## src/rtl/conv_mac_seq.sv

```systemverilog
// Window sequencer for a valid-padding, stride-1 KxK conv2d feeding an 8-bit MAC/ReLU/quantize unit.
// Per output pixel: clear MAC, inject bias via add-only path, stream K*K*CH taps, capture, emit.
module conv_mac_seq #(
    parameter int IMG_W  = 8,
    parameter int IMG_H  = 8,
    parameter int K      = 3,
    parameter int CH     = 1,
    parameter int ADDR_W = 10
) (
    input  logic              clk,
    input  logic              rst,
    input  logic              start,
    input  logic [7:0]        bias,
    output logic              busy,
    output logic              done,
    output logic [ADDR_W-1:0] f_addr,
    input  logic [7:0]        f_rdata,
    output logic [ADDR_W-1:0] w_addr,
    input  logic [7:0]        w_rdata,
    output logic              mac_clr_n,
    output logic              mac_enable,
    output logic              mac_only_add,
    output logic [7:0]        mac_din_a,
    output logic [7:0]        mac_din_b,
    input  logic [7:0]        mac_dout,
    output logic              out_valid,
    input  logic              out_ready,
    output logic [7:0]        out_data,
    output logic [ADDR_W-1:0] out_addr
);
    localparam int OW = IMG_W - K + 1;
    localparam int OH = IMG_H - K + 1;
    localparam int N  = K * K * CH;

    localparam logic [ADDR_W-1:0] K_A     = ADDR_W'(K);
    localparam logic [ADDR_W-1:0] N_A     = ADDR_W'(N);
    localparam logic [ADDR_W-1:0] OW_A    = ADDR_W'(OW);
    localparam logic [ADDR_W-1:0] OH_A    = ADDR_W'(OH);
    localparam logic [ADDR_W-1:0] IMG_W_A = ADDR_W'(IMG_W);
    localparam logic [ADDR_W-1:0] PLANE_A = ADDR_W'(IMG_W * IMG_H);

    typedef enum logic [2:0] {
        IDLE, CLEAR, BIAS, MAC, DRAIN, CAPT, OUT, DONE
    } state_t;

    state_t            state_q;
    logic              busy_q, done_q, clr_n_q, en_q, only_add_q, out_valid_q;
    logic [7:0]        bias_q, out_data_q;
    logic [ADDR_W-1:0] f_addr_q, w_addr_q, out_addr_q;
    logic [ADDR_W-1:0] t_q, kx_q, ky_q, c_q, ox_q, oy_q;

    logic [ADDR_W-1:0] kx_d, ky_d, c_d, tap_addr_d, base_addr_d, px_addr_d;
    logic              last_px;

    // Next tap position, kx fastest, then ky, then channel.
    always_comb begin
        kx_d = kx_q + 1'b1;
        ky_d = ky_q;
        c_d  = c_q;
        if (kx_q == K_A - 1'b1) begin
            kx_d = '0;
            ky_d = ky_q + 1'b1;
            if (ky_q == K_A - 1'b1) begin
                ky_d = '0;
                c_d  = c_q + 1'b1;
            end
        end
    end

    assign tap_addr_d  = c_d * PLANE_A + (oy_q + ky_d) * IMG_W_A + ox_q + kx_d;
    assign base_addr_d = oy_q * IMG_W_A + ox_q;
    assign px_addr_d   = oy_q * OW_A + ox_q;
    assign last_px     = (ox_q == OW_A - 1'b1) && (oy_q == OH_A - 1'b1);

    always_ff @(posedge clk or posedge rst) begin
        if (rst) begin
            state_q     <= IDLE;
            busy_q      <= 1'b0;
            done_q      <= 1'b0;
            clr_n_q     <= 1'b0;
            en_q        <= 1'b0;
            only_add_q  <= 1'b0;
            out_valid_q <= 1'b0;
            bias_q      <= '0;
            out_data_q  <= '0;
            f_addr_q    <= '0;
            w_addr_q    <= '0;
            out_addr_q  <= '0;
            t_q         <= '0;
            kx_q        <= '0;
            ky_q        <= '0;
            c_q         <= '0;
            ox_q        <= '0;
            oy_q        <= '0;
        end else begin
            case (state_q)
                IDLE: if (start) begin
                    bias_q  <= bias;
                    ox_q    <= '0;
                    oy_q    <= '0;
                    busy_q  <= 1'b1;
                    state_q <= CLEAR;
                end
                CLEAR: begin
                    clr_n_q    <= 1'b1;
                    en_q       <= 1'b1;
                    only_add_q <= 1'b1;
                    state_q    <= BIAS;
                end
                BIAS: begin
                    en_q       <= 1'b0;
                    only_add_q <= 1'b0;
                    t_q        <= '0;
                    kx_q       <= '0;
                    ky_q       <= '0;
                    c_q        <= '0;
                    f_addr_q   <= base_addr_d;
                    w_addr_q   <= '0;
                    state_q    <= MAC;
                end
                MAC: begin
                    // Enable trails the address by one cycle to match the buffer read latency.
                    en_q <= 1'b1;
                    if (t_q == N_A - 1'b1) begin
                        state_q <= DRAIN;
                    end else begin
                        t_q      <= t_q + 1'b1;
                        kx_q     <= kx_d;
                        ky_q     <= ky_d;
                        c_q      <= c_d;
                        f_addr_q <= tap_addr_d;
                        w_addr_q <= t_q + 1'b1;
                    end
                end
                DRAIN: begin
                    en_q    <= 1'b0;
                    state_q <= CAPT;
                end
                CAPT: begin
                    out_data_q  <= mac_dout;
                    out_addr_q  <= px_addr_d;
                    out_valid_q <= 1'b1;
                    state_q     <= OUT;
                end
                OUT: if (out_ready) begin
                    out_valid_q <= 1'b0;
                    clr_n_q     <= 1'b0;
                    if (last_px) begin
                        done_q  <= 1'b1;
                        state_q <= DONE;
                    end else begin
                        if (ox_q == OW_A - 1'b1) begin
                            ox_q <= '0;
                            oy_q <= oy_q + 1'b1;
                        end else begin
                            ox_q <= ox_q + 1'b1;
                        end
                        state_q <= CLEAR;
                    end
                end
                DONE: begin
                    done_q  <= 1'b0;
                    busy_q  <= 1'b0;
                    state_q <= IDLE;
                end
                default: state_q <= IDLE;
            endcase
        end
    end

    assign busy         = busy_q;
    assign done         = done_q;
    assign f_addr       = f_addr_q;
    assign w_addr       = w_addr_q;
    assign mac_clr_n    = clr_n_q;
    assign mac_enable   = en_q;
    assign mac_only_add = only_add_q;
    assign mac_din_a    = only_add_q ? bias_q : (en_q ? f_rdata : 8'd0);
    assign mac_din_b    = (en_q && !only_add_q) ? w_rdata : 8'd0;
    assign out_valid    = out_valid_q;
    assign out_data     = out_data_q;
    assign out_addr     = out_addr_q;
endmodule

```

## config.mk

```make
export PLATFORM = sky130hd
export DESIGN_NAME = conv_mac_seq
export DESIGN_NICKNAME = d
export VERILOG_FILES = /design/src/rtl/conv_mac_seq.sv
export SDC_FILE = /design/constraint.sdc
export NUM_CORES = 1
export LEC_CHECK = 0
export BUFFER_PORTS_ARGS = -buffer_cell sky130_fd_sc_hd__buf_4
export CAP_MARGIN = 20
export CORE_ASPECT_RATIO = 1.75
export CORE_MARGIN = 2
export CORE_UTILIZATION = 25
export DETAILED_ROUTE_END_ITERATION = 6
export SLEW_MARGIN = 40
export SYNTH_ARGS = -nofsm -noshare
export SYNTH_HDL_FRONTEND = slang
export SYNTH_SLANG_ARGS = --single-unit
```

## constraint.sdc

```tcl
create_clock -name clk -period 4.6 [get_ports clk]
set_clock_uncertainty 0.2 [all_clocks]
set_input_delay 0.23 -clock clk [delete_from_list [all_inputs] [get_ports clk]]
set_output_delay 0.23 -clock clk [all_outputs]
set_load 0.005 [all_outputs]
```

# Word level (Yosys, flattened, before mapping)
# Cells that the tools add are included.
[totals]
mem_count = 0
ramBits = 0
regBits = 105
latch_bits = 0
rom_bits = 0
[op_classes]
mul = 1
order_cmp = 0
n_addsub = 12
muxes = 42
shift = 0
eq_ne = 21
div_mod_pow = 0
reduce_logical = 24
n_bitwise = 0
[ops]
columns = ["op", "n"]
rows = [
  ["$mux 10", 17],
  ["$pmux 10 s2", 7],
  ["$add 10x1->10 const B", 6],
  ["$add 10x10->10", 5],
  ["$mux 8", 3],
  ["$pmux 3 s8", 1],
  ["$eq 10x2->1 const B", 2],
  ["$eq 10x3->1 const B", 2],
  ["$ne 2x2->1 const B", 9],
  ["$reduce_bool 2->1", 8],
  ["$eq 3x3->1 const B", 4],
  ["$mux 3", 4],
  ["$pmux 1 s2", 6],
  ["$eq 10x4->1 const B", 1],
  ["$mul 10x2->9 const B", 1],
  ["$reduce_and 2->1", 5],
  ["$reduce_and 4->1", 2],
  ["$add 7x7->7", 1],
  ["$eq 3x2->1 const B", 2],
  ["$reduce_and 3->1", 2],
  ["$reduce_and 5->1", 1],
  ["$mux 1", 4],
  ["$reduce_or 2->1", 2],
  ["$eq 3x1->1 const B", 1],
  ["other kinds (3)", 4],
]

# Longest topological paths before layout
# Gate-level depths: netlist (run 1).
[depth]
ltp_word = 9
depth_mapped = 23

# Worst setup path after synthesis (run 1)
# Ideal clock, no wire load.
[synth_path]
path_kind = "register to register"
start = "reg kx_q[0]"
end = "reg f_addr_q[8] (netlist: f_addr[8])"
t_arrival_ns = 4.206
period_less_slack_ns = 4.532
slack_ns = 0.068
path_stages_with_launch = 21
required_time_ns = 4.274
path_cell_list = "dfrtp_1 inv_1 ha_1 nor2b_1 and4_1 clkbuf_1 nand2_1 o21ai_0 ha_1 inv_1 fa_1 fa_1 inv_1 ha_1 ha_1 a21o_1 a21oi_1 o21bai_1 a21oi_1 xnor2_1 a221o_1"
[synth_between]
elab_chain_len = 8
[synth_lines]
columns = ["item", "line_no", "rtl"]
rows = [
  ["start: declaration", "50", "logic [ADDR_W-1:0] t_q, kx_q, ky_q, c_q, ox_q, oy_q;"],
  ["start signal: assignment", "128", "kx_q <= kx_d;"],
  ["$eq 10x2->1", "60", "if (kx_q == K_A - 1'b1) begin"],
  ["$mux 10", "60", ""],
  ["$add 7x7->7", "70", "assign tap_addr_d = c_d * PLANE_A + (oy_q + ky_d) * IMG_W_A + ox_q + kx_d;"],
  ["$add 10x10->10 (2 in a row)", "70", ""],
  ["$add 10x10->10 *", "70", ""],
  ["$mux 10 *", "124", "if (t_q == N_A - 1'b1) begin"],
  ["$pmux 10 s2 *", "96", "case (state_q)"],
  ["end signal: assignment", "117", "f_addr_q <= base_addr_d;"],
  ["end signal: assignment", "131", "f_addr_q <= tap_addr_d;"],
  ["end: declaration", "49", "logic [ADDR_W-1:0] f_addr_q, w_addr_q, out_addr_q;"],
]
# Mark *: on every way between the ends. The rest lies on a longest branch, timed or not. The select of a mux whose other input is x is not followed.
# A chain may end at the register's enable or synchronous reset.

# Worst setup path in the final report (run 1)
[layout_path]
start = "reg kx_q[1]"
end = "reg f_addr_q[9] (netlist: f_addr[9])"
# The elaborated chain is that of the path after synthesis.

==> results of run 1 <==
[layout by cell type (no fill, tap or decap), types with 4 or more instances in the layout]
cell type and count:
sky130_fd_sc_hd__dlygate4sd3_1 18, sky130_fd_sc_hd__and3_1 14, sky130_fd_sc_hd__nand3_1 24, sky130_fd_sc_hd__nand2b_1 9, sky130_fd_sc_hd__dfrtp_1 99, sky130_fd_sc_hd__o31ai_1 15, sky130_fd_sc_hd__nor2_1 63, sky130_fd_sc_hd__nor3b_1 5
sky130_fd_sc_hd__o21bai_1 5, sky130_fd_sc_hd__o21ai_0 72, sky130_fd_sc_hd__a21o_1 12, sky130_fd_sc_hd__nand4_1 9, sky130_fd_sc_hd__inv_1 34, sky130_fd_sc_hd__clkbuf_16 9, sky130_fd_sc_hd__o21a_1 5, sky130_fd_sc_hd__fa_1 12
sky130_fd_sc_hd__nand2_1 75, sky130_fd_sc_hd__a21oi_1 30, sky130_fd_sc_hd__mux2_2 20, sky130_fd_sc_hd__inv_6 5, sky130_fd_sc_hd__a22o_1 9, sky130_fd_sc_hd__xnor2_1 34, sky130_fd_sc_hd__xor2_1 19, sky130_fd_sc_hd__ha_1 55
sky130_fd_sc_hd__nor3_1 9, sky130_fd_sc_hd__a31oi_1 4, sky130_fd_sc_hd__nor2b_1 8, sky130_fd_sc_hd__or3_1 6, sky130_fd_sc_hd__buf_4 118, sky130_fd_sc_hd__and2_1 10
[metal layers]
layer | track usage (%) | wire length [um]
met4 | 6.10 | 571
met5 | 0 | 0
met1 | 15.3 | 7620
met3 | 1.89 | 350
met2 | 25.0 | 10200
[registers in the layout (all words and copies together) (netlist names)]
signal and cells:
busy 1, ox_q 10, state_q 3, bias_q 8, f_addr 10, t_q 10
ky_q 10, mac_only_add 1, out_addr 10, mac_enable 1, c_q 4, mac_clr_n 1
kx_q 10, out_valid 1, out_data 8, done 1, oy_q 10
[cells in the mapped netlist, types with 2 or more instances]
cell	number
sky130_fd_sc_hd__o21a_1	5
sky130_fd_sc_hd__o21ai_0	74
sky130_fd_sc_hd__o41ai_1	4
sky130_fd_sc_hd__buf_6	3
sky130_fd_sc_hd__and2_1	10
sky130_fd_sc_hd__a211oi_1	2
sky130_fd_sc_hd__nor3b_1	5
sky130_fd_sc_hd__nor2b_1	10
sky130_fd_sc_hd__nor4_1	2
sky130_fd_sc_hd__a22o_1	9
sky130_fd_sc_hd__o21bai_1	5
sky130_fd_sc_hd__or3_1	6
sky130_fd_sc_hd__fa_1	14
sky130_fd_sc_hd__o31ai_1	15
sky130_fd_sc_hd__nand2_1	77
sky130_fd_sc_hd__clkbuf_1	18
sky130_fd_sc_hd__xor2_1	19
sky130_fd_sc_hd__nand3_1	24
sky130_fd_sc_hd__and3_1	14
sky130_fd_sc_hd__xnor2_1	36
sky130_fd_sc_hd__buf_2	3
sky130_fd_sc_hd__inv_1	35
sky130_fd_sc_hd__mux2_2	20
sky130_fd_sc_hd__a21o_1	12
sky130_fd_sc_hd__dfrtp_1	99
sky130_fd_sc_hd__nand2b_1	9
sky130_fd_sc_hd__nor3_1	10
sky130_fd_sc_hd__nor2_1	65
sky130_fd_sc_hd__ha_1	56
sky130_fd_sc_hd__a31oi_1	5
sky130_fd_sc_hd__a21oi_1	33
sky130_fd_sc_hd__nand4_1	9
[logic make-up after synthesis]
kind of cell,after synthesis,synth area share [%]
flops,99,36.8
buf+inv,60,3.79
xor+xnor,56,7.49
compound gates,173,15.7
fa+ha+maj,70,14.6
mux,21,3.49
simple gates,252,18.2
[power by group through the flow]
stage                     logic (uW)  registers (uW)  clock network [uW]
after floorplan                  936            1220                   0
after global placement          1470            1310                   0
after detailed placement        1490            1320                   0
after CTS                       1520            1300                 824
after global routing            1700            1330                 861
final                           1530            1300                 808
[worst min-delay path by stage]
stage	to	cells after the start	from	slack (ns)
final	state_q[0]	4	start	0.10
after global routing	state_q[0]	4	start	0.16
after CTS	busy	5	start	0.10
after detailed placement	f_addr[3]	2	rst	0.18
after global placement	out_data[4]	2	mac_dout[4]	0.26
after floorplan	out_data[0]	1	mac_dout[0]	0.18
[worst register-to-register path, cell delays in order (launching register included)]
cell and delay, ns:
sky130_fd_sc_hd__dfrtp_1 0.43, sky130_fd_sc_hd__ha_1 0.19, sky130_fd_sc_hd__nor2b_2 0.15, sky130_fd_sc_hd__and4_1 0.22, sky130_fd_sc_hd__buf_4 0.16, sky130_fd_sc_hd__and3_1 0.16
sky130_fd_sc_hd__o22a_1 0.22, sky130_fd_sc_hd__ha_1 0.35, sky130_fd_sc_hd__a21oi_2 0.18, sky130_fd_sc_hd__o21bai_1 0.08, sky130_fd_sc_hd__a21oi_1 0.16, sky130_fd_sc_hd__xor2_1 0.11
sky130_fd_sc_hd__fa_2 0.37, sky130_fd_sc_hd__xnor2_2 0.15, sky130_fd_sc_hd__xnor2_1 0.19, sky130_fd_sc_hd__xnor2_1 0.15, sky130_fd_sc_hd__xnor3_1 0.26, sky130_fd_sc_hd__xnor2_1 0.15
sky130_fd_sc_hd__xnor2_1 0.22, sky130_fd_sc_hd__o221ai_2 0.11
[through the flow]
step                hold slack [ns]  setup slack, ns  instances
detailed placement            0.175            0.146       1145
CTS                           0.104           0.0802       1179
finish                        0.101            0.254       1182
floorplan                     0.181           0.0683        731
global placement              0.262            0.181       1145
global route                  0.163          0.00694       1182
[layout make-up]
cell class                      count  area (um^2)
Clock inverter                      7         78.8
Multi-Input combinational cell    572         4090
Clock buffer                        9          225
Sequential cell                    99         2480
Fill cell                        2713        18100
Timing Repair Buffer              136         1070
Tap cell                          324          405
Inverter                           35          136
[repair_timing]
| action | CTS | global route |
|---|---|---|
| endpoints found under the setup margin | 0 | 4 |
| buffers inserted | 0 | 3 |
| gates resized for setup | 0 | 17 |
| hold buffers | 18 | 0 |
| endpoints found under the hold margin | 82 | 0 |
==> run metrics, run 1 <==
launching element of the worst setup path=kx_q[1]; setup tns final=0 ns; routability congestion estimate=0.850; total half-perimeter wirelength after legalization and detailed placement=14200 um; number of search-and-repair iterations in the first detailed-routing pass=4; critical-path cell list=ha_1, nor2b_2, and4_1, buf_4, and3_1, o22a_1, ha_1, a21oi_2, o21bai_1, a21oi_1, xor2_1, fa_2, xnor2_2, xnor2_1, xnor2_1, xnor3_1, xnor2_1, xnor2_1, o221ai_2; dominant register cell in the synthesized netlist=sky130_fd_sc_hd__dfrtp_1; post-synthesis sequential area ratio=36.8%; Warnings, synthesis=0; number of distinct library cells after synthesis=55; final max-slew violation count=0; final design instance area without fill=8480 um^2; final critical path time including I/O delays and setup=4.35 ns; Power Internal=2200 uW; crit-path max FO=7; Max-Cap Viols=0; PwrDens=428 nW/um^2; placed inst area=7900 um^2; buffering stage count on the worst path with inverters included=1; average wire per cell in the routed design=15.8 um; cell type group with the largest total delay on the critical path=XOR/XNOR gates; pin count of the biggest net entering global routing=67; number of global-route vias before repair=5921; CP max-delay cell=sky130_fd_sc_hd__dfrtp_1; startpoint type of the worst setup path=flop; PortBufs=95; Setup violations, final=0; depth of the CTS H-tree=3; delay of the slowest cell on the worst path=0.43 ns; fraction of the cycle the final worst path needs=94.5%; Yosys top cell by area=sky130_fd_sc_hd__dfrtp_1; CTS tree=built; initial antenna violation count=0; Longest Clk Path Bufs=2; ANT nets after route=0; Total Die Area=28300 um^2; chip width=128 um; utilization after layout=31.9%; flip-flop and latch count after synthesis=99; static leakage power=0.00405 uW; routed wire length=18700 um; overall fraction of global-route tracks in use=13.6%; leftover overflow at the end of global routing=0; worst slew pin tran=0.827 ns; TritonCTS Buffers=9; first-pass GRT wire length=30400 um; Gate power share=42.0%; Max transition margin=44.7%; Final Power=3630 uW; site row count=79; Worst Path Class, Setup=flop to flop; vias per std cell=4.81; Layout area overhead=25.9%; net switching fraction of the power=39.5%; Worst path depth=19; worst hold path class=primary input to flop; number of synthesized flops with an enable pin=0; sw power=1430 uW; type of element capturing the critical path=flop; CP Data Required Time=4.62 ns; I/O pin count=96; r2r setup slk=0.25 ns; top area cells in the synthesized netlist=sky130_fd_sc_hd__dfrtp_1 37%, sky130_fd_sc_hd__ha_1 10%, sky130_fd_sc_hd__o21ai_0 5.5%; FMAX=230 MHz; startpoint of the worst register-to-register path=kx_q[1]; worst-case reg-to-reg path depth=19; most common cell type on the critical path=sky130_fd_sc_hd__xnor2_1; clock latency reported for the late side of the worst-skew pair=0.37 ns; RSZ-0062 raised after global routing=false; peak supply drop=240 uV; clock-pin transition on the worst setup and hold timing paths=0.08 ns; Clk network pwr share=22.3%; Post-layout nets=959; starting utilization of the core area=25.3%; total nets after synthesis=837; Worst setup endpoint=f_addr[9]; die extent in y=221 um; data arrival time at the worst-slack endpoint=4.37 ns; synthesized instance count=731; Async S/R FF share, synth=100%; mean instance size in the synthesized netlist=9.21 um^2; fraction of final layout cells with drive strength greater than 1=21.1%; Netlist Area Pre-Place=6740 um^2; via count=5690; Clk Tree Root Cell=sky130_fd_sc_hd__clkbuf_16; proportion of power drawn by flip-flops and latches=35.7%; placeable core area=26600 um^2; final count of hold timing violations=0; clock sink count=99; Initial DRC Count=197; n_diodes=0; capturing point of the worst reg2reg path=f_addr[9]; post-route DRC violation count=0; result of the run=finished clean; Yosys top cell area share=36.8%
No activity file was read; power rests on OpenSTA's default activity.
==> run 2: changes to the inputs <==
--- a/config.mk
+++ b/config.mk
@@ -5,6 +5,7 @@
 export SDC_FILE = /design/constraint.sdc
 export NUM_CORES = 1
 export LEC_CHECK = 0
+export ABC_AREA = 1
 export BUFFER_PORTS_ARGS = -buffer_cell sky130_fd_sc_hd__buf_4
 export CAP_MARGIN = 20
 export CORE_ASPECT_RATIO = 1.75
==> run metrics, run 2 <==
worst slew pin tran=0.722 ns (-0.105 ns); type of element capturing the critical path=flop; cell type group with the largest total delay on the critical path=adder cells; clock sink count=99 (unchanged); Netlist Area Pre-Place=6980 um^2 (+3.7%); Power Internal=2240 uW (+2.0%); cell types with the highest counts after synthesis=206 x sky130_fd_sc_hd__nand2_1, 131 x sky130_fd_sc_hd__inv_1, 99 x sky130_fd_sc_hd__dfrtp_1; FMAX=222 MHz (-3.4%); proportion of power drawn by flip-flops and latches=32.7% (-3.0 points); pin count of the biggest net entering global routing=59 (-12%); clock-pin transition on the worst setup and hold timing paths=0.08 ns (about the same); most frequent standard cell in the layout excluding fill and tap cells=sky130_fd_sc_hd__nand2_1; count of filler cells inserted in the layout=2921 (+7.7%); Max transition margin=51.6% (+6.9 points); most common cell type on the critical path=sky130_fd_sc_hd__a21oi_2; die extent in y=225 um (+1.8%); routability congestion estimate=0.909 (+7.0%); Clk network pwr share=18.9% (-3.4 points); Initial DRC Count=382 (+94%); chip width=130 um (+1.8%); Total Die Area=29300 um^2 (+3.6%); number of global-route vias before repair=6247 (+5.5%); Yosys top cell area share=35.5% (-1.3 points); post-synthesis sequential area ratio=35.5% (-1.3 points); top area cells in the synthesized netlist=sky130_fd_sc_hd__dfrtp_1 35%, sky130_fd_sc_hd__nand2_1 11%, sky130_fd_sc_hd__ha_1 10%; average wire per cell in the routed design=14.5 um (-8.4%); PortBufs=95 (unchanged); Post-layout nets=1142 (+19%); data arrival time at the worst-slack endpoint=4.60 ns (+0.23 ns); setup tns final=0 ns (unchanged); sw power=1720 uW (+20%); crit-path max FO=4 (-3); Longest Clk Path Bufs=2 (unchanged); Yosys top cell by area=sky130_fd_sc_hd__dfrtp_1; site row count=81 (+2.5%); PwrDens=447 nW/um^2 (+4.5%); buffering stage count on the worst path with inverters included=6 (+5); number of search-and-repair iterations in the first detailed-routing pass=4 (unchanged); CP max-delay cell=sky130_fd_sc_hd__fa_1; dominant register cell in the synthesized netlist=sky130_fd_sc_hd__dfrtp_1; flip-flop and latch count after synthesis=99 (unchanged); worst hold margin=0.0961 ns (-0.00446 ns); worst-case reg-to-reg path depth=29 (+10); fraction of the cycle the final worst path needs=97.8% (+3.3 points); static leakage power=0.00442 uW (+9.3%); final count of hold timing violations=0 (unchanged); leftover overflow at the end of global routing=0 (unchanged); Setup violations, final=0 (unchanged); total half-perimeter wirelength after legalization and detailed placement=15500 um (+9.2%); vias per std cell=4.50 (-6.4%); Clk Tree Root Cell=sky130_fd_sc_hd__clkbuf_16; initial antenna violation count=0 (unchanged); number of distinct library cells after synthesis=44 (-20%); worst hold path class=primary input to flop; Layout area overhead=26.9%; peak supply drop=201 uV (-16%); fraction of final layout cells with drive strength greater than 1=19.6% (-1.5 points); via count=6370 (+12%); CP Data Required Time=4.70 ns (+0.08 ns); final critical path time including I/O delays and setup=4.50 ns (+0.153 ns); clock latency reported for the late side of the worst-skew pair=0.36 ns (about the same); TritonCTS Buffers=9 (unchanged); Gate power share=48.4% (+6.4 points); I/O pin count=96 (unchanged); Worst Path Class, Setup=flop to flop; n_diodes=0 (unchanged); delay of the slowest cell on the worst path=0.46 ns (+0.03 ns); Multi-input gate area=4020 um^2 (-1.9%); placeable core area=27700 um^2 (+4.1%); mean instance size in the synthesized netlist=7.72 um^2 (-16%); commonest cells after routing, fill and taps aside=204 x sky130_fd_sc_hd__nand2_1, 124 x sky130_fd_sc_hd__inv_1, 120 x sky130_fd_sc_hd__buf_4; register area=2480 um^2 (unchanged); Async S/R FF share, synth=100% (unchanged); Worst path depth=29 (+10); Warnings, synthesis=0 (unchanged); depth of the CTS H-tree=3 (unchanged); result of the run=finished clean; post-route DRC violation count=0 (unchanged); total nets after synthesis=1010 (+21%); startpoint type of the worst setup path=flop; starting utilization of the core area=25.2% (-0.092 points); overall fraction of global-route tracks in use=14.1% (+0.53 points); routed wire length=20500 um (+9.5%); CTS tree=built; library cell with the highest instance count after synthesis=sky130_fd_sc_hd__nand2_1; number of synthesized flops with an enable pin=0 (unchanged); final max-slew violation count=0 (unchanged); Max-Cap Viols=0 (unchanged); synthesized instance count=904 (+24%); net switching fraction of the power=43.5% (+4.0 points); ANT nets after route=0 (unchanged); first-pass GRT wire length=32200 um (+6.0%); Min-Delay Path Depth=4 (unchanged)
run 2: layout make-up:
class	count	area share (%)
clock buffer	10	2.58
clock inverter	6	0.551
inverter	142	6.13
multi-input combinational	646	45.3
sequential	99	28.0
tap	373	5.27
timing repair buffer	138	12.2
run 2: per-stage QoR:
stage,util (%),cells,instance area (um^2),power [uW],setup slack (ns)
floorplan,-,904,6980,2410,0.410
global placement,29.5,1370,8170,3110,0.135
detailed placement,29.5,1370,8170,3130,-0.0181
CTS,31.2,1404,8630,3900,0.0198
global route,32.0,1414,8860,4270,-0.120
finish,32.0,1414,8860,3960,0.101
run 2: path summary, 6_finish.rpt:
path | start | end | slack [ns]
worst max register to register | ky_q[0] | f_addr[9] | 0.10
max in group asynchronous | rst | out_data[1] | 2.90
worst max-delay path | ky_q[0] | f_addr[9] | 0.10
worst min register to register | out_data[4] | out_data[4] | 0.28
worst min-delay path | start | state_q[0] | 0.1
min in group asynchronous | rst | ox_q[0] | 0.31
run 2: logic make-up (layout without fill, tap and decap cells):
kind of cell	Yosys count	count (layout)	share of synthesized area, %
adder cells (fa/ha/maj)	70	70	14.0
AND/OR/NAND/NOR	402	402	25.4
AO/OA/AOI/OAI	139	139	11.4
flip-flops	99	99	35.5
XOR/XNOR	35	35	4.39
buffers and inverters	159	296	9.28
run 2: tightest hold or removal path, stage by stage:
cell	delay [ns]
sky130_fd_sc_hd__buf_4	0.08
sky130_fd_sc_hd__or2_1	0.10
sky130_fd_sc_hd__nand2_2	0.06
sky130_fd_sc_hd__o21ai_0	0.13
run 2: repair_timing:
action,in CTS,in global routing
hold endpoints to repair,77,0
endpoints found under the setup margin,1,4
pin swaps,0,23
buffers inserted,0,10
hold buffers,18,0
resized for setup,2,37
run 2: routing by layer:
metal  share of wire, %  track usage [%]  routed length [um]  vias up
met5                  0                0                   0        -
met4                4.0             6.73                 814        0
met3                2.3             2.16                 471       43
met2                 55             26.2               11300       94
met1                 39             15.3                7910     3031
li1                   -                -                   -     3202
run 2: power by group through the flow:
stage / registers (uW) / logic [uW] / clock network (uW)
2_1_floorplan: 1270 / 1140 / 0
3_3_place_gp: 1310 / 1800 / 0
3_5_place_dp: 1310 / 1820 / 0
4_1_cts: 1300 / 1840 / 764
5_1_grt: 1330 / 2130 / 805
6_report: 1300 / 1920 / 748
==> run 3: changes to the inputs <==
--- a/config.mk
+++ b/config.mk
@@ -10,7 +10,7 @@
 export CAP_MARGIN = 20
 export CORE_ASPECT_RATIO = 1.75
 export CORE_MARGIN = 2
-export CORE_UTILIZATION = 25
+export CORE_UTILIZATION = 45
 export DETAILED_ROUTE_END_ITERATION = 6
 export SLEW_MARGIN = 40
 export SYNTH_ARGS = -nofsm -noshare
==> constraint.sdc (replaced) <==
create_clock -name clk -period 4.2 [get_ports clk]
set_clock_uncertainty 0.2 [all_clocks]
set_input_delay 0.21 -clock clk [delete_from_list [all_inputs] [get_ports clk]]
set_output_delay 0.21 -clock clk [all_outputs]
set_load 0.005 [all_outputs]
==> run metrics, run 3 (synthesis gave the netlist of run 2 again) <==
worst slew pin tran=0.730 ns (+0.00841 ns); peak supply drop=248 uV (+23%); Gate power share=53.1% (+4.7 points); Total Die Area=16600 um^2 (-44%); proportion of power drawn by flip-flops and latches=29.5% (-3.2 points); net switching fraction of the power=42.0% (-1.5 points); Min-Delay Path Depth=4 (unchanged); overall fraction of global-route tracks in use=24.7% (+11 points); final max-slew violation count=0 (unchanged); leftover overflow at the end of global routing=0 (unchanged); launching element of the worst setup path=kx_q[0]; sw power=1980 uW (+15%); total half-perimeter wirelength after legalization and detailed placement=14900 um (-3.6%); routability congestion estimate=0.859 (-5.5%); worst hold path startpoint=start; CP Data Required Time=4.29 ns (-0.41 ns); Max-Cap Viols=0 (unchanged); initial antenna violation count=0 (unchanged); worst hold path class=primary input to flop; worst setup slack before clock tree synthesis=-0.241 ns (-0.223 ns); count of filler cells inserted in the layout=1405 (-52%); placeable core area=15300 um^2 (-45%); depth of the CTS H-tree=3 (unchanged); CTS tree=built; utilization after layout=61.4% (+29 points); Clk network pwr share=17.3% (-1.6 points); buffering stage count on the worst path with inverters included=6 (unchanged); static leakage power=0.00481 uW (+8.8%); result of the run=finished with violations; chip width=98.2 um (-25%); via count=6670 (+4.7%); hold-critical path endpoint=state_q[0]; Max transition margin=51.3% (-0.32 points); routed wire length=20600 um (+0.58%); clock sink count=99 (unchanged); critical-path cell list=inv_2, ha_4, nand3_4, nor3_4, o21ai_2, inv_1, ha_2, inv_2, fa_2, xnor2_2, fa_2, inv_2, fa_1, inv_2, ha_4, a21oi_4, o21ai_2, a21oi_4, nand3_2, nand2_2, inv_2, nand3_2, nand3_2, a21oi_2; TritonCTS Buffers=9 (unchanged); Clk Tree Root Cell=sky130_fd_sc_hd__clkbuf_16; delay of the slowest cell on the worst path=0.56 ns (+0.10 ns); Worst Path Class, Setup=flop to flop; number of placed instances, taps included=1233 (-10%); site row count=60 (-26%); fraction of the cycle the final worst path needs=103% (+5.2 points); die extent in y=169 um (-25%); Power Internal=2740 uW (+22%); first-pass GRT wire length=32600 um (+1.2%); startpoint type of the worst setup path=flop; final count of hold timing violations=0 (unchanged); worst-case reg-to-reg path depth=24 (-17%); most common cell type on the critical path=sky130_fd_sc_hd__inv_2; RSZ-0062 raised after global routing=true; r2r setup slk=-0.12 ns (-0.23 ns); post-layout instance count excluding filler cells=1298 (-8.2%); n_diodes=0 (unchanged); Post-layout nets=1213 (+6.2%); post-route DRC violation count=0 (unchanged); ANT nets after route=0 (unchanged); clock latency reported for the late side of the worst-skew pair=0.36 ns (about the same); final critical path time including I/O delays and setup=4.32 ns (-0.175 ns); commonest cells after routing, fill and taps aside=200 x sky130_fd_sc_hd__nand2_1, 187 x sky130_fd_sc_hd__buf_4, 121 x sky130_fd_sc_hd__inv_1; number of search-and-repair iterations in the first detailed-routing pass=4 (unchanged); starting utilization of the core area=45.6% (+20 points); crit-path max FO=4 (unchanged); I/O pin count=96 (unchanged); type of element capturing the critical path=flop; startpoint of the worst register-to-register path=kx_q[0]; final setup margin=-0.124 ns (-0.225 ns); CP max-delay cell=sky130_fd_sc_hd__fa_1; number of global-route vias before repair=6665 (+6.7%); Initial DRC Count=280 (-27%); PwrDens=502 nW/um^2 (+12%); Layout area overhead=34.7%; PortBufs=95 (unchanged); violations in the final reports=setup timing; most frequent standard cell in the layout excluding fill and tap cells=sky130_fd_sc_hd__nand2_1; cell type group with the largest total delay on the critical path=adder cells; Longest Clk Path Bufs=2 (unchanged); fraction of final layout cells with drive strength greater than 1=27.7% (+8.1 points); pin count of the biggest net entering global routing=74 (+25%); vias per std cell=5.14 (+14%); average wire per cell in the routed design=15.9 um (+9.6%); Setup violations, final=4 (+4); FMAX=231 MHz (+4.0%); capturing point of the worst reg2reg path=f_addr[9]; clock-pin transition on the worst setup and hold timing paths=0.08 ns (about the same); data arrival time at the worst-slack endpoint=4.41 ns (-0.19 ns)
[run 3: area by class of cell]
| class | instances | area (um^2) | area share, % |
|---|---|---|---|
| clock buffers | 10 | 239 | 2.54 |
| multi-input cells | 646 | 4240 | 45.1 |
| inverters | 142 | 543 | 5.77 |
| repair buffers | 209 | 1630 | 17.3 |
| clock inverters | 6 | 46.3 | 0.492 |
| flip-flops and latches | 99 | 2480 | 26.3 |
| well taps | 186 | 233 | 2.47 |
[run 3: worst max-delay path by stage]
| stage | endpoint | cells past startpoint |
|---|---|---|
| 6_report | f_addr[9] | 24 |
| 5_1_grt | f_addr[9] | 29 |
| 4_1_cts | f_addr[9] | 26 |
| 3_5_place_dp | f_addr[9] | 23 |
| 3_3_place_gp | f_addr[9] | 23 |
| 2_1_floorplan | f_addr[9] | 23 |
[run 3: power by group through the flow]
stage / Combinational (uW) / Clock [uW] / Sequential, uW
after CTS: 2390 / 841 / 1390
after floorplan: 1250 / 0 / 1390
final: 2510 / 819 / 1400
after detailed placement: 2090 / 0 / 1410
after global routing: 2780 / 880 / 1430
after global placement: 2090 / 0 / 1410
[run 3: timing repair]
action                                  4_1_cts  5_1_grt
hold endpoints to repair                     90        0
gates resized for setup                      38       47
pin swaps                                    27       52
hold buffers                                 18        0
endpoints found under the setup margin        6        7
buffers inserted                             23       12
[run 3: worst min-delay path, cell delays in order]
cell,delay (ns)
sky130_fd_sc_hd__buf_4,0.09
sky130_fd_sc_hd__or2_1,0.11
sky130_fd_sc_hd__nand2_2,0.07
sky130_fd_sc_hd__o21ai_0,0.14
[run 3: routing by layer]
metal  vias up  global-route usage [%]  share of wire [%]
met1      3142                    26.0                 38
met5         -                       0                  0
li1       3340                       -                  -
met2       131                    47.5                 55
met4         0                    12.3                4.8
met3        57                    3.06                2.6
[run 3: metrics by stage]
stage          hold slack, ns  TNS, ns  power [uW]  area [um^2]
3_3_place_gp            0.211   -0.621        3500         8310
3_5_place_dp            0.180   -0.614        3500         8310
6_report                0.119   -0.314        4720         9410
5_1_grt                 0.170    -1.30        5080         9410
4_1_cts                 0.107  -0.0704        4630         9140
2_1_floorplan           0.127        0        2640         6980
